**config.mk**
```make
export PLATFORM = sky130hd
export DESIGN_NAME = spi_sample_master_flat
export DESIGN_NICKNAME = d
export VERILOG_FILES = /design/src/rtl/spi_sample_master_if.sv /design/src/rtl/spi_sample_master.sv /design/src/flat_wrapper.sv
export SDC_FILE = /design/constraint.sdc
export NUM_CORES = 1
export LEC_CHECK = 0
export CAP_MARGIN = 20
export CORE_ASPECT_RATIO = 1.4
export CORE_MARGIN = 2
export CORE_UTILIZATION = 56
export CTS_BUF_LIST = sky130_fd_sc_hd__clkbuf_16
export DETAILED_ROUTE_END_ITERATION = 8
export DONT_BUFFER_PORTS = 1
export PLACE_DENSITY = 0.74
export REMOVE_ABC_BUFFERS = 1
export SETUP_SLACK_MARGIN = 0.05
export SLEW_MARGIN = 20
export SYNTH_ARGS = -nofsm -noshare
export SYNTH_HDL_FRONTEND = slang
export SYNTH_SLANG_ARGS = --single-unit
```
**constraint.sdc**
```tcl
create_clock -name clk -period 2 [get_ports clk]
set_input_delay 0.6 -clock clk [delete_from_list [all_inputs] [get_ports clk]]
set_output_delay 0.6 -clock clk [all_outputs]
set_load 0.1 [all_outputs]
```
**src/rtl/spi_sample_master_if.sv**
```systemverilog
// Host-side word interface of spi_sample_master.
//   tx_valid/tx_ready/tx_data : word to send, accepted on tx_valid && tx_ready
//   rx_valid/rx_data          : one-cycle pulse with the word just received
//   busy                      : frame or inter-frame gap in progress
// The master modport is the host side and the slave modport is the SPI master block.
interface spi_sample_master_if #(
  parameter int unsigned FRAME_BITS = 16
) ();

  logic                  tx_valid;
  logic                  tx_ready;
  logic [FRAME_BITS-1:0] tx_data;
  logic                  rx_valid;
  logic [FRAME_BITS-1:0] rx_data;
  logic                  busy;

  modport master (
    output tx_valid, tx_data,
    input  tx_ready, rx_valid, rx_data, busy
  );

  modport slave (
    input  tx_valid, tx_data,
    output tx_ready, rx_valid, rx_data, busy
  );

endinterface

```
**src/rtl/spi_sample_master.sv**
```systemverilog
// SPI mode-0 master. It sends one FRAME_BITS frame, MSB first, for each accepted word.
// It captures miso on every sck rise and reports the received word with a one-cycle rx_valid pulse.
//   clk, reset : system clock; asynchronous active-high reset
//   host       : word handshake (tx_valid/tx_ready/tx_data, rx_valid/rx_data, busy)
//   sck        : SPI clock, idles low; CLK_DIV clk cycles per half-period
//   mosi       : serial out, changes only while sck is low
//   miso       : serial in, sampled on sck rise (slave shifts on sck fall)
//   cs_n       : frame select, low for (2*FRAME_BITS+1)*CLK_DIV cycles per frame
module spi_sample_master #(
  parameter int unsigned CLK_DIV    = 2,
  parameter int unsigned FRAME_BITS = 16,
  parameter int unsigned GAP_CYCLES = 4
) (
  input  logic                  clk,
  input  logic                  reset,
  spi_sample_master_if.slave    host,
  output logic                  sck,
  output logic                  mosi,
  input  logic                  miso,
  output logic                  cs_n
);

  localparam logic [2:0] S_IDLE = 3'd0;
  localparam logic [2:0] S_LEAD = 3'd1;
  localparam logic [2:0] S_HIGH = 3'd2;
  localparam logic [2:0] S_LOW  = 3'd3;
  localparam logic [2:0] S_TAIL = 3'd4;
  localparam logic [2:0] S_GAP  = 3'd5;

  // One counter times both sck phases and the inter-frame gap.
  localparam int unsigned CNT_MAX = (CLK_DIV > GAP_CYCLES) ? CLK_DIV : GAP_CYCLES;
  localparam int unsigned CNT_W   = (CNT_MAX > 1) ? $clog2(CNT_MAX) : 1;
  localparam int unsigned BIT_W   = $clog2(FRAME_BITS);

  localparam logic [CNT_W-1:0] DIV_LAST = CNT_W'(CLK_DIV - 1);
  localparam logic [CNT_W-1:0] GAP_LAST = CNT_W'(GAP_CYCLES - 1);
  localparam logic [BIT_W-1:0] BIT_LAST = BIT_W'(FRAME_BITS - 1);

  logic [2:0]            state, state_d;
  logic [CNT_W-1:0]      cnt, cnt_d;
  logic [BIT_W-1:0]      bit_q, bit_d;
  // Bits still to send after the one currently on mosi.
  logic [FRAME_BITS-2:0] tx_rem, tx_rem_d;
  logic [FRAME_BITS-1:0] rx_sh, rx_sh_d;
  logic [FRAME_BITS-1:0] rx_data_q, rx_data_d;
  logic                  rx_valid_q, rx_valid_d;
  logic                  sck_d, mosi_d, cs_n_d;

  assign host.tx_ready = (state == S_IDLE);
  assign host.busy     = (state != S_IDLE);
  assign host.rx_valid = rx_valid_q;
  assign host.rx_data  = rx_data_q;

  // State and datapath registers.
  always_ff @(posedge clk or posedge reset) begin
    if (reset) begin
      state      <= S_IDLE;
      cnt        <= '0;
      bit_q      <= '0;
      tx_rem     <= '0;
      rx_sh      <= '0;
      rx_data_q  <= '0;
      rx_valid_q <= 1'b0;
      sck        <= 1'b0;
      mosi       <= 1'b0;
      cs_n       <= 1'b1;
    end else begin
      state      <= state_d;
      cnt        <= cnt_d;
      bit_q      <= bit_d;
      tx_rem     <= tx_rem_d;
      rx_sh      <= rx_sh_d;
      rx_data_q  <= rx_data_d;
      rx_valid_q <= rx_valid_d;
      sck        <= sck_d;
      mosi       <= mosi_d;
      cs_n       <= cs_n_d;
    end
  end

  // Next-state and next-output logic.
  always_comb begin
    state_d    = state;
    cnt_d      = cnt;
    bit_d      = bit_q;
    tx_rem_d   = tx_rem;
    rx_sh_d    = rx_sh;
    rx_data_d  = rx_data_q;
    rx_valid_d = 1'b0;
    sck_d      = sck;
    mosi_d     = mosi;
    cs_n_d     = cs_n;

    case (state)
      S_IDLE: begin
        if (host.tx_valid) begin
          tx_rem_d = host.tx_data[FRAME_BITS-2:0];
          mosi_d   = host.tx_data[FRAME_BITS-1];
          cs_n_d   = 1'b0;
          bit_d    = '0;
          cnt_d    = '0;
          state_d  = S_LEAD;
        end
      end

      // LEAD gives mosi one half-period of setup before the first rise.
      S_LEAD, S_LOW: begin
        if (cnt == DIV_LAST) begin
          cnt_d   = '0;
          sck_d   = 1'b1;
          rx_sh_d = {rx_sh[FRAME_BITS-2:0], miso};
          state_d = S_HIGH;
        end else begin
          cnt_d = cnt + CNT_W'(1);
        end
      end

      S_HIGH: begin
        if (cnt == DIV_LAST) begin
          cnt_d = '0;
          sck_d = 1'b0;
          if (bit_q == BIT_LAST) begin
            state_d = S_TAIL;
          end else begin
            bit_d    = bit_q + BIT_W'(1);
            mosi_d   = tx_rem[FRAME_BITS-2];
            tx_rem_d = tx_rem << 1;
            state_d  = S_LOW;
          end
        end else begin
          cnt_d = cnt + CNT_W'(1);
        end
      end

      // TAIL holds cs_n low for the last sck-low half-period.
      S_TAIL: begin
        if (cnt == DIV_LAST) begin
          cnt_d      = '0;
          cs_n_d     = 1'b1;
          mosi_d     = 1'b0;
          rx_data_d  = rx_sh;
          rx_valid_d = 1'b1;
          state_d    = S_GAP;
        end else begin
          cnt_d = cnt + CNT_W'(1);
        end
      end

      S_GAP: begin
        if (cnt == GAP_LAST) begin
          cnt_d   = '0;
          state_d = S_IDLE;
        end else begin
          cnt_d = cnt + CNT_W'(1);
        end
      end

      default: begin
        state_d = S_IDLE;
      end
    endcase
  end

endmodule

```
**src/flat_wrapper.sv**
```systemverilog
// flat-port wrapper written by rule: the top's interface ports become plain ports
module spi_sample_master_flat 
#(
  parameter int unsigned CLK_DIV    = 2,
  parameter int unsigned FRAME_BITS = 16,
  parameter int unsigned GAP_CYCLES = 4
)
  (clk, reset, sck, mosi, miso, cs_n, host_tx_valid, host_tx_data, host_tx_ready, host_rx_valid, host_rx_data, host_busy);
  spi_sample_master_if #(.FRAME_BITS(FRAME_BITS)) host_i ();
  input  logic clk;
  input  logic reset;
  output logic sck;
  output logic mosi;
  input  logic miso;
  output logic cs_n;
  input wire logic [$bits(host_i.tx_valid)-1:0] host_tx_valid;
  input wire logic [$bits(host_i.tx_data)-1:0] host_tx_data;
  output wire logic [$bits(host_i.tx_ready)-1:0] host_tx_ready;
  output wire logic [$bits(host_i.rx_valid)-1:0] host_rx_valid;
  output wire logic [$bits(host_i.rx_data)-1:0] host_rx_data;
  output wire logic [$bits(host_i.busy)-1:0] host_busy;
  assign host_i.tx_valid = host_tx_valid;
  assign host_i.tx_data = host_tx_data;
  assign host_tx_ready = host_i.tx_ready;
  assign host_rx_valid = host_i.rx_valid;
  assign host_rx_data = host_i.rx_data;
  assign host_busy = host_i.busy;
  spi_sample_master #(.CLK_DIV(CLK_DIV), .FRAME_BITS(FRAME_BITS), .GAP_CYCLES(GAP_CYCLES)) u_core (.clk(clk), .reset(reset), .host(host_i), .sck(sck), .mosi(mosi), .miso(miso), .cs_n(cs_n));
endmodule
```
==> results of run 1 <==
## kinds of logic (layout without fill, tap and decap cells)
| kind of cell | after synthesis | in the layout |
|---|---|---|
| muxes | 68 | 68 |
| DFF | 60 | 60 |
| and+or+nand+nor | 28 | 28 |
| AOI/OAI and AO/OA | 22 | 22 |
| buffers and inverters | 20 | 50 |
| adders and majority gates | 4 | 4 |
## worst min path at each step
stage                                              from                            endpoint  slack [ps]  cells after the start
after floorplan           u_core.tx_rem[14]$_DFFE_PP0P_       u_core.tx_rem[14]$_DFFE_PP0P_         470                      1
after global placement    u_core.tx_rem[11]$_DFFE_PP0P_       u_core.tx_rem[11]$_DFFE_PP0P_         480                      1
after detailed placement   u_core.tx_rem[4]$_DFFE_PP0P_        u_core.tx_rem[4]$_DFFE_PP0P_         490                      1
after CTS                                         reset         u_core.rx_sh[5]$_DFFE_PP0P_         160                      1
after global routing                              reset  u_core.host.rx_data[1]$_DFFE_PP0P_         180                      1
final                                             reset  u_core.host.rx_data[1]$_DFFE_PP0P_         150                      1
## sequential cells by signal, indices dropped and copies added, names as in the netlist
signal and cells:
u_core.mosi 1, u_core.sck 1, u_core.cs_n 1, u_core.host.rx_valid 1, u_core.bit_q 4, u_core.cnt 2
u_core.state 3, u_core.host.rx_data 16, u_core.tx_rem 15, u_core.rx_sh 16
## repair_timing
action | CTS | global route
setup endpoints to repair | 4 | 16
cloned | 0 | 1
resized for setup | 2 | 5
pin swaps | 1 | 2
setup buffers | 3 | 6
## routing by layer
layer	wire [um]	vias up	GRT usage
li1	-	788	-
met5	0	-	0
met3	234	11	0.0347
met4	113	0	0.136
met1	1960	895	0.219
met2	3030	53	0.365
## where the power goes
group          internal [mW]  total, mW  leakage, nW  switching, mW
Sequential              1.61       1.99        0.764          0.374
Clock                  0.955       1.47        0.139          0.518
Combinational           1.28       2.27        0.678          0.986
Total                   3.85       5.73         1.58           1.88
## cell usage in the layout (no fill, tap or decap), types with 2 or more instances in the layout
master	count
a21o_1	2
a21oi_1	2
a22o_1	2
a22oi_1	2
a31oi_1	2
a32oi_1	2
buf_12	5
buf_4	20
clkbuf_16	11
clkinv_1	3
dfrtp_1	56
dfrtp_2	3
ha_1	3
inv_1	5
inv_2	2
mux2_2	58
mux2_4	6
mux2i_1	4
nand2_1	5
nand2b_1	4
nand3_1	3
nand3b_1	2
nand4_1	2
nor2_1	4
nor3b_2	2
## stage by stage
step,hold slack (ps),instance area (um2)
3_3_place_gp,484,3020
4_1_cts,157,3340
6_report,149,3410
3_5_place_dp,493,3020
5_1_grt,175,3410
2_1_floorplan,472,2720
## cell type report
type	instances	area [um2]	area share
sequential	60	1510	0.441
clock buffer	9	225	0.0660
clock inverter	7	66.3	0.0194
tap	64	80.1	0.0235
inverter	7	26.3	0.00770
timing repair buffer	27	300	0.0880
multi-input combinational	122	1210	0.354
==> metrics.yaml, run 1 <==
gp_congestion: 0.745
synth_warnings: 0
yosys-top-cells-area: "dfrtp_1 (53%), mux2_2 (23%), mux2_4 (3.2%)"
synthFlopType: "dfrtp_1"
slowest_stage: "dfrtp_1"
setup_viol: 0
htree_levels: 3
r2r_end: "u_core.tx_rem[1]$_DFFE_PP0P_"
synth_most_common_cell: "dfrtp_1"
synth-adder-area-share: 0.0179
synth_top_area_share: 0.529
hold_viol: 0
core_area_um2: 4840
yosys.area.top_type: "dfrtp_1"
track_usage: 0.203
cts.sinks: 60
drtAntennaViolNets: 0
synth-seq-area-share: 0.538
grt_pass1_wl_mm: 8.45
crit_chain: "inv_1 > ha_2 > mux2i_1 > a2111oi_4 > buf_4 > clkbuf_16 > mux2_4"
synth_edf_count: 0
status: "finished, final reports clean"
n_antenna_cell: 0
synth_compound_area_frac: 0.0695
dieWidth_um: 63.7
async_flop_share: 1.00
regToRegStartpoint: "u_core.cnt[1]$_DFFE_PP0P_"
fin_cells: 296
die-area_um2: 5570
synth_cell_types: 41
vias_per_cell: 5.90
synth_xor_area_frac: 0
drt_wl_total_mm: 5.33
place_inst: 270
max_stage_delay_ps: 420
postSynthCellCount: 202
drive_gt1_frac: 0.513
grt_start_max_net_pins: 30
grt-ovfl-total: 0
avgRoutedWirePerCell_um: 18.0
ir_drop_mv: 0.806
initial_core_util: 0.576
first_iter_violations: 73
synth_top_family_by_area: "multiplexers"
max-clock-path-buffers: 2
total_leakage_power_nw: 1.58
synthTopCellsByCount: "dfrtp_1 (59), mux2_2 (58), inv_1 (7), mux2_4 (6), nand2_1 (5)"
root_buffer: "clkbuf_16"
num_vias: 1747
rsz0062_at_grt: "false"
ys_ff_latch: 60
critical_path_arrival_ps: 2120
die_h_um: 87.5
path_max_fanout: 8
drtPass1Iterations: 4
tightest_slew_ps: 918
cts_tree: "done"
ios: 42
cp.depth: 7
hp-class: "input port to asynchronous set/reset pin"
numCtsBuffers: 9
synthToLayoutAreaGrowth_pct: 22.3
fmax_mhz: 521
first_global_vias: 1805
crit_family: "buffers and inverters"
utilization: 0.705
finClkSkew_ps: 3.94
hpwl_mm: 3.57
pre_cts_ws_ps: 50.9
reg2reg_slack_ps: 80
synth-simple-area-share: 0.0578
clk_latency_ps: 320
worst_r2r_path_depth: 7
critPathCaptureType: "register"
syn_area_um2: 2790
syn_area_per_cell_um2: 13.8
ctsHoldBuffers: 0
timing.critical_path.buf_inv: 3
path_class: "register to register"
critPathLaunchType: "register"
min_period_over_period: 0.960
crit_start: "u_core.cnt[1]$_DFFE_PP0P_"
cp-endpoint: "u_core.tx_rem[1]$_DFFE_PP0P_"
nFillCells: 308
fin_nets: 251
fin_ws_ps: 79.2
port-buffer-count: 0
maxSlewViolCount: 0
drc: 0
tns_ps: 0
maxCapViolCount: 0
total_power_mw: 5.73
rows: 30
path_clk_slew_ps: 50
slew_headroom: 0.388
muxShareOfSynthArea: 0.281
p_per_area_nw_per_um2: 1680
antenna_found_initial: 0
period_needed_ps: 1920
cp.required_ps: 2200
No activity file was read; power rests on OpenSTA's default activity.
==> inputs of run 2 (changes only) <==
Settings changed: SLEW_MARGIN 20 to unset, TNS_END_PERCENT set to 50.
==> run 2 against run 1 <==
Combinational power barely moved. Sequential power about the same. First-iteration DRC count is 14% lower. Final cell count fell by 0.34%. Design area is 0.22% lower. Largest power group unchanged. Highest routed layer unchanged.
==> metrics.yaml, run 2 (synthesized netlist as in run 1, its figures left out) <==
crit_chain: "nor3_4 > inv_1 > buf_12"
fin_cells: 295
total_leakage_power_nw: 1.58
max-clock-path-buffers: 2
grt-ovfl-total: 0
grt_start_max_net_pins: 30
cts.sinks: 60
top_layer_used: "met4"
cp.required_ps: 1400
crit_family: "flip-flops"
cts_tree: "done"
num_vias: 1709
fin_nets: 250
drt-met1-wl_mm: 2.04
numCtsBuffers: 9
total_power_mw: 5.72
drive_gt1_frac: 0.506
slew_headroom: 0.390
port-buffer-count: 0
drtPass1Iterations: 4
critical_path_arrival_ps: 1320
min_period_over_period: 0.960
hpwl_mm: 3.57
mostFrequentLayoutCell: "mux2_2"
rows: 30
first_global_vias: 1791
place_inst: 270
tightest_slew_ps: 915
whs_ps: 150
multiInputGateArea_um2: 1210
rsz0062_at_grt: "true"
hold_viol: 0
dieWidth_um: 63.7
synthToLayoutAreaGrowth_pct: 22.0
die_h_um: 87.5
ir_drop_mv: 0.806
layout.area.seq_um2: 1510
tns_ps: 0
nFillCells: 309
drtAntennaViolNets: 0
cp.depth: 3
htree_levels: 3
gp_congestion: 0.745
slowest_stage: "dfrtp_2"
fin_area_um2: 3410
clk_latency_ps: 320
timing.critical_path.buf_inv: 2
path_max_fanout: 5
maxSlewViolCount: 0
critPathCaptureType: "output port"
fin_ws_ps: 79.4
pre_cts_ws_ps: 50.9
avgRoutedWirePerCell_um: 18.2
track_usage: 0.202
vias_per_cell: 5.79
setup_viol: 0
wl_met3_um: 198
utilization: 0.703
root_buffer: "clkbuf_16"
drc: 0
hp-class: "input port to asynchronous set/reset pin"
path_class: "register to output port"
period_needed_ps: 1920
critPathLaunchType: "register"
max_stage_delay_ps: 440
antenna_found_initial: 0
ios: 42
place_area_um2: 3020
drt_wl_total_mm: 5.36
maxCapViolCount: 0
fmax_mhz: 521
initial_core_util: 0.576
dr_wl_met2_mm: 3.02
path_clk_slew_ps: 50
first_iter_violations: 63
worst_r2r_path_depth: 7
grt_pass1_wl_mm: 8.39
n_antenna_cell: 0
core_area_um2: 4840
die-area_um2: 5570
status: "finished, final reports clean"
p_per_area_nw_per_um2: 1680
layout_common_cells: "mux2_2 (58), dfrtp_1 (56), buf_4 (19)"
finClkSkew_ps: 6.54
[run 2: changes by cell type in the layout (fill, tap and decap cells not counted), sizes merged]
cell	delta
buf	-1
[run 2: worst paths after layout]
kind / slack [ps] / start / endpoint
min: 150 / reset / u_core.host.rx_data[1]$_DFFE_PP0P_
max in group asynchronous: 1280 / reset / u_core.state[1]$_DFFE_PP0P_
min reg2reg: 500 / u_core.tx_rem[10]$_DFFE_PP0P_ / u_core.tx_rem[10]$_DFFE_PP0P_
max reg2reg: 100 / u_core.cnt[1]$_DFFE_PP0P_ / u_core.tx_rem[3]$_DFFE_PP0P_
max: 80 / u_core.state[0]$_DFFE_PP0P_ / host_busy
min in group clk: 420 / host_tx_data[0] / u_core.tx_rem[0]$_DFFE_PP0P_
[run 2: cell type report]
| cell class | count | area share |
|---|---|---|
| clock buffers | 9 | 0.0661 |
| clock inverters | 7 | 0.0195 |
| inverters | 7 | 0.00771 |
| multi-input cells | 122 | 0.355 |
| flip-flops and latches | 60 | 0.442 |
| well taps | 64 | 0.0235 |
| repair buffers | 26 | 0.0860 |
[run 2: repair_timing]
item | 4_1_cts | 5_1_grt
endpoints found under the setup margin | 4 | 15
resized for setup | 2 | 4
buffers inserted | 2 | 6
cloned | 0 | 1
pin swaps | 1 | 2
endpoints found under the hold margin | 0 | 0
hold buffers | 0 | 0
[run 2: worst reg2reg max path: cells and delay by family, from the launching register on]
kind                       cells  cell delay (ps)
muxes                          2              430
AOI/OAI and AO/OA              1              320
DFF                            1              410
adders and majority gates      1              200
buffers and inverters          3              430
[run 2: where the power goes]
part | internal [mW] | switching, mW | leakage [nW]
registers | 1.61 | 0.377 | 0.764
clock network | 0.955 | 0.523 | 0.139
logic | 1.27 | 0.983 | 0.673
total | 3.84 | 1.88 | 1.58
[run 2: metal layers]
layer,global-route usage,vias to the layer above
met1,0.216,867
met4,0.136,0
met3,0.0347,9
li1,-,786
met2,0.363,47
met5,0,-
==> inputs of run 3 (changes only) <==
Settings changed: CORE_MARGIN 2 to unset, GPL_TIMING_DRIVEN set to 0, SETUP_SLACK_MARGIN 0.05 to unset.
==> run 3 against run 2 <==
The flow now finishes with violations (negative setup slack). Sequential power up 5%. Worst hold slack lost 6.5 ps. Die area decreased by 5.4%. First-iteration DRC count is 27% higher. Clock-buffer cell count is the same. Fmax down 9.7%. Total power is 0.14% higher. Via count grew 1.5%. Sequential share of layout area rose by 0.80 points. Setup slack lost 210 ps. Largest cell class unchanged.
==> metrics.yaml, run 3 (synthesized netlist as in run 1, its figures left out) <==
status: "finished, violations left"
violations: "negative setup slack"
drtAntennaViolNets: 0
drc: 0
clk_latency_ps: 320
drt_wl_total_mm: 5.49
timing.critical_path.buf_inv: 1
die-area_um2: 5270
first_global_vias: 1771
rsz0062_at_grt: "true"
grt-ovfl-total: 0
setup_viol: 16
htree_levels: 3
max_stage_delay_ps: 500
antenna_found_initial: 0
grt_pass1_wl_mm: 8.46
die_h_um: 85.5
hpwl_mm: 3.30
ir_drop_mv: 0.960
first_iter_violations: 80
drtPass1Iterations: 4
slowest_stage: "dfrtp_4"
period_needed_ps: 2130
utilization: 0.699
tns_ps: -715
num_vias: 1735
port-buffer-count: 0
tightest_slew_ps: 923
root_buffer: "clkbuf_16"
initial_core_util: 0.581
min_period_over_period: 1.06
slew_headroom: 0.385
crit_chain: "nor3_4 > clkinvlp_4"
n_antenna_cell: 0
fin_nets: 244
grt_start_max_net_pins: 45
core_area_um2: 4800
cts.sinks: 60
nFillCells: 356
fin_ws_ps: -126
dieWidth_um: 61.7
avgRoutedWirePerCell_um: 19.0
max-clock-path-buffers: 2
cts_tree: "done"
total_leakage_power_nw: 1.55
layout_common_cells: "mux2_2 (58), dfrtp_1 (55), buf_4 (14)"
path_max_fanout: 4
pre_cts_ws_ps: -598
vias_per_cell: 6.00
fmax_mhz: 470
numCtsBuffers: 9
maxSlewViolCount: 0
p_per_area_nw_per_um2: 1710
synthToLayoutAreaGrowth_pct: 20.3
cp.required_ps: 1400
critical_path_arrival_ps: 1530
path_clk_slew_ps: 50
path_class: "register to output port"
crit_family: "flip-flops"
ios: 42
drive_gt1_frac: 0.507
mostFrequentLayoutCell: "mux2_2"
gp_congestion: 0.750
track_usage: 0.227
hp-class: "input port to asynchronous set/reset pin"
critPathLaunchType: "register"
finClkSkew_ps: 8.18
maxCapViolCount: 0
critPathCaptureType: "output port"
hold_viol: 0
rows: 30
## run 3: cell types whose count changed in the layout (fill, tap and decap cells not counted), moves of 2 or more
cell and change:
ha_4 +2, clkbuf_16 -2, clkinv_1 -2, buf_4 -5, buf_12 -3, dfrtp_4 +2, buf_6 +4
## run 3: worst paths after layout
| kind | start | to | slack (ps) | cells after the start |
|---|---|---|---|---|
| hold reg to reg | u_core.tx_rem[14]$_DFFE_PP0P_ | u_core.tx_rem[14]$_DFFE_PP0P_ | 500 | 1 |
| max in group asynchronous | reset | u_core.state[1]$_DFFE_PP0P_ | 1280 | 2 |
| setup / recovery | u_core.state[2]$_DFFE_PP0P_ | host_busy | -130 | 2 |
| setup reg to reg | u_core.state[2]$_DFFE_PP0P_ | u_core.tx_rem[12]$_DFFE_PP0P_ | -50 | 4 |
| min in group clk | miso | u_core.rx_sh[0]$_DFFE_PP0P_ | 430 | 1 |
| hold / removal | reset | u_core.cnt[0]$_DFFE_PP0P_ | 140 | 1 |
## run 3: layer usage
layer  share of wire  global-route usage  vias up
met1            0.38               0.266      907
met5               0                   0        -
li1                -                   -      771
met2            0.54               0.353       50
met3           0.056              0.0830        7
met4           0.019               0.125        0
## run 3: final cells by class
cell class	count	area, um2	share of cell area
flip-flops and latches	60	1510	0.450
well taps	64	80.1	0.0238
inverters	7	30.0	0.00894
clock inverters	7	83.8	0.0250
multi-input cells	122	1240	0.368
repair buffers	20	190	0.0566
clock buffers	9	225	0.0670
## run 3: metrics by stage
step                      hold WS (ps)  cells  instance area [um2]  power, mW
after floorplan                    472    189                 2720       3.45
after global placement             486    253                 2800       3.66
after detailed placement           492    258                 2870       3.85
after CTS                          148    286                 3310       5.64
after global routing               170    289                 3360       6.01
final                              144    289                 3360       5.73
## run 3: timing repair
action | in CTS | in global routing
pin swaps | 3 | 1
setup endpoints to repair | 49 | 30
hold buffers | 0 | 0
cloned | 0 | 1
gates resized for setup | 11 | 8
buffers inserted | 12 | 2
endpoints found under the hold margin | 0 | 0
## run 3: where the power goes
group          leakage (nW)  internal, mW  switching [mW]
Clock                 0.155          1.07           0.517
Sequential            0.763          1.62           0.473
Combinational         0.627          1.15           0.897
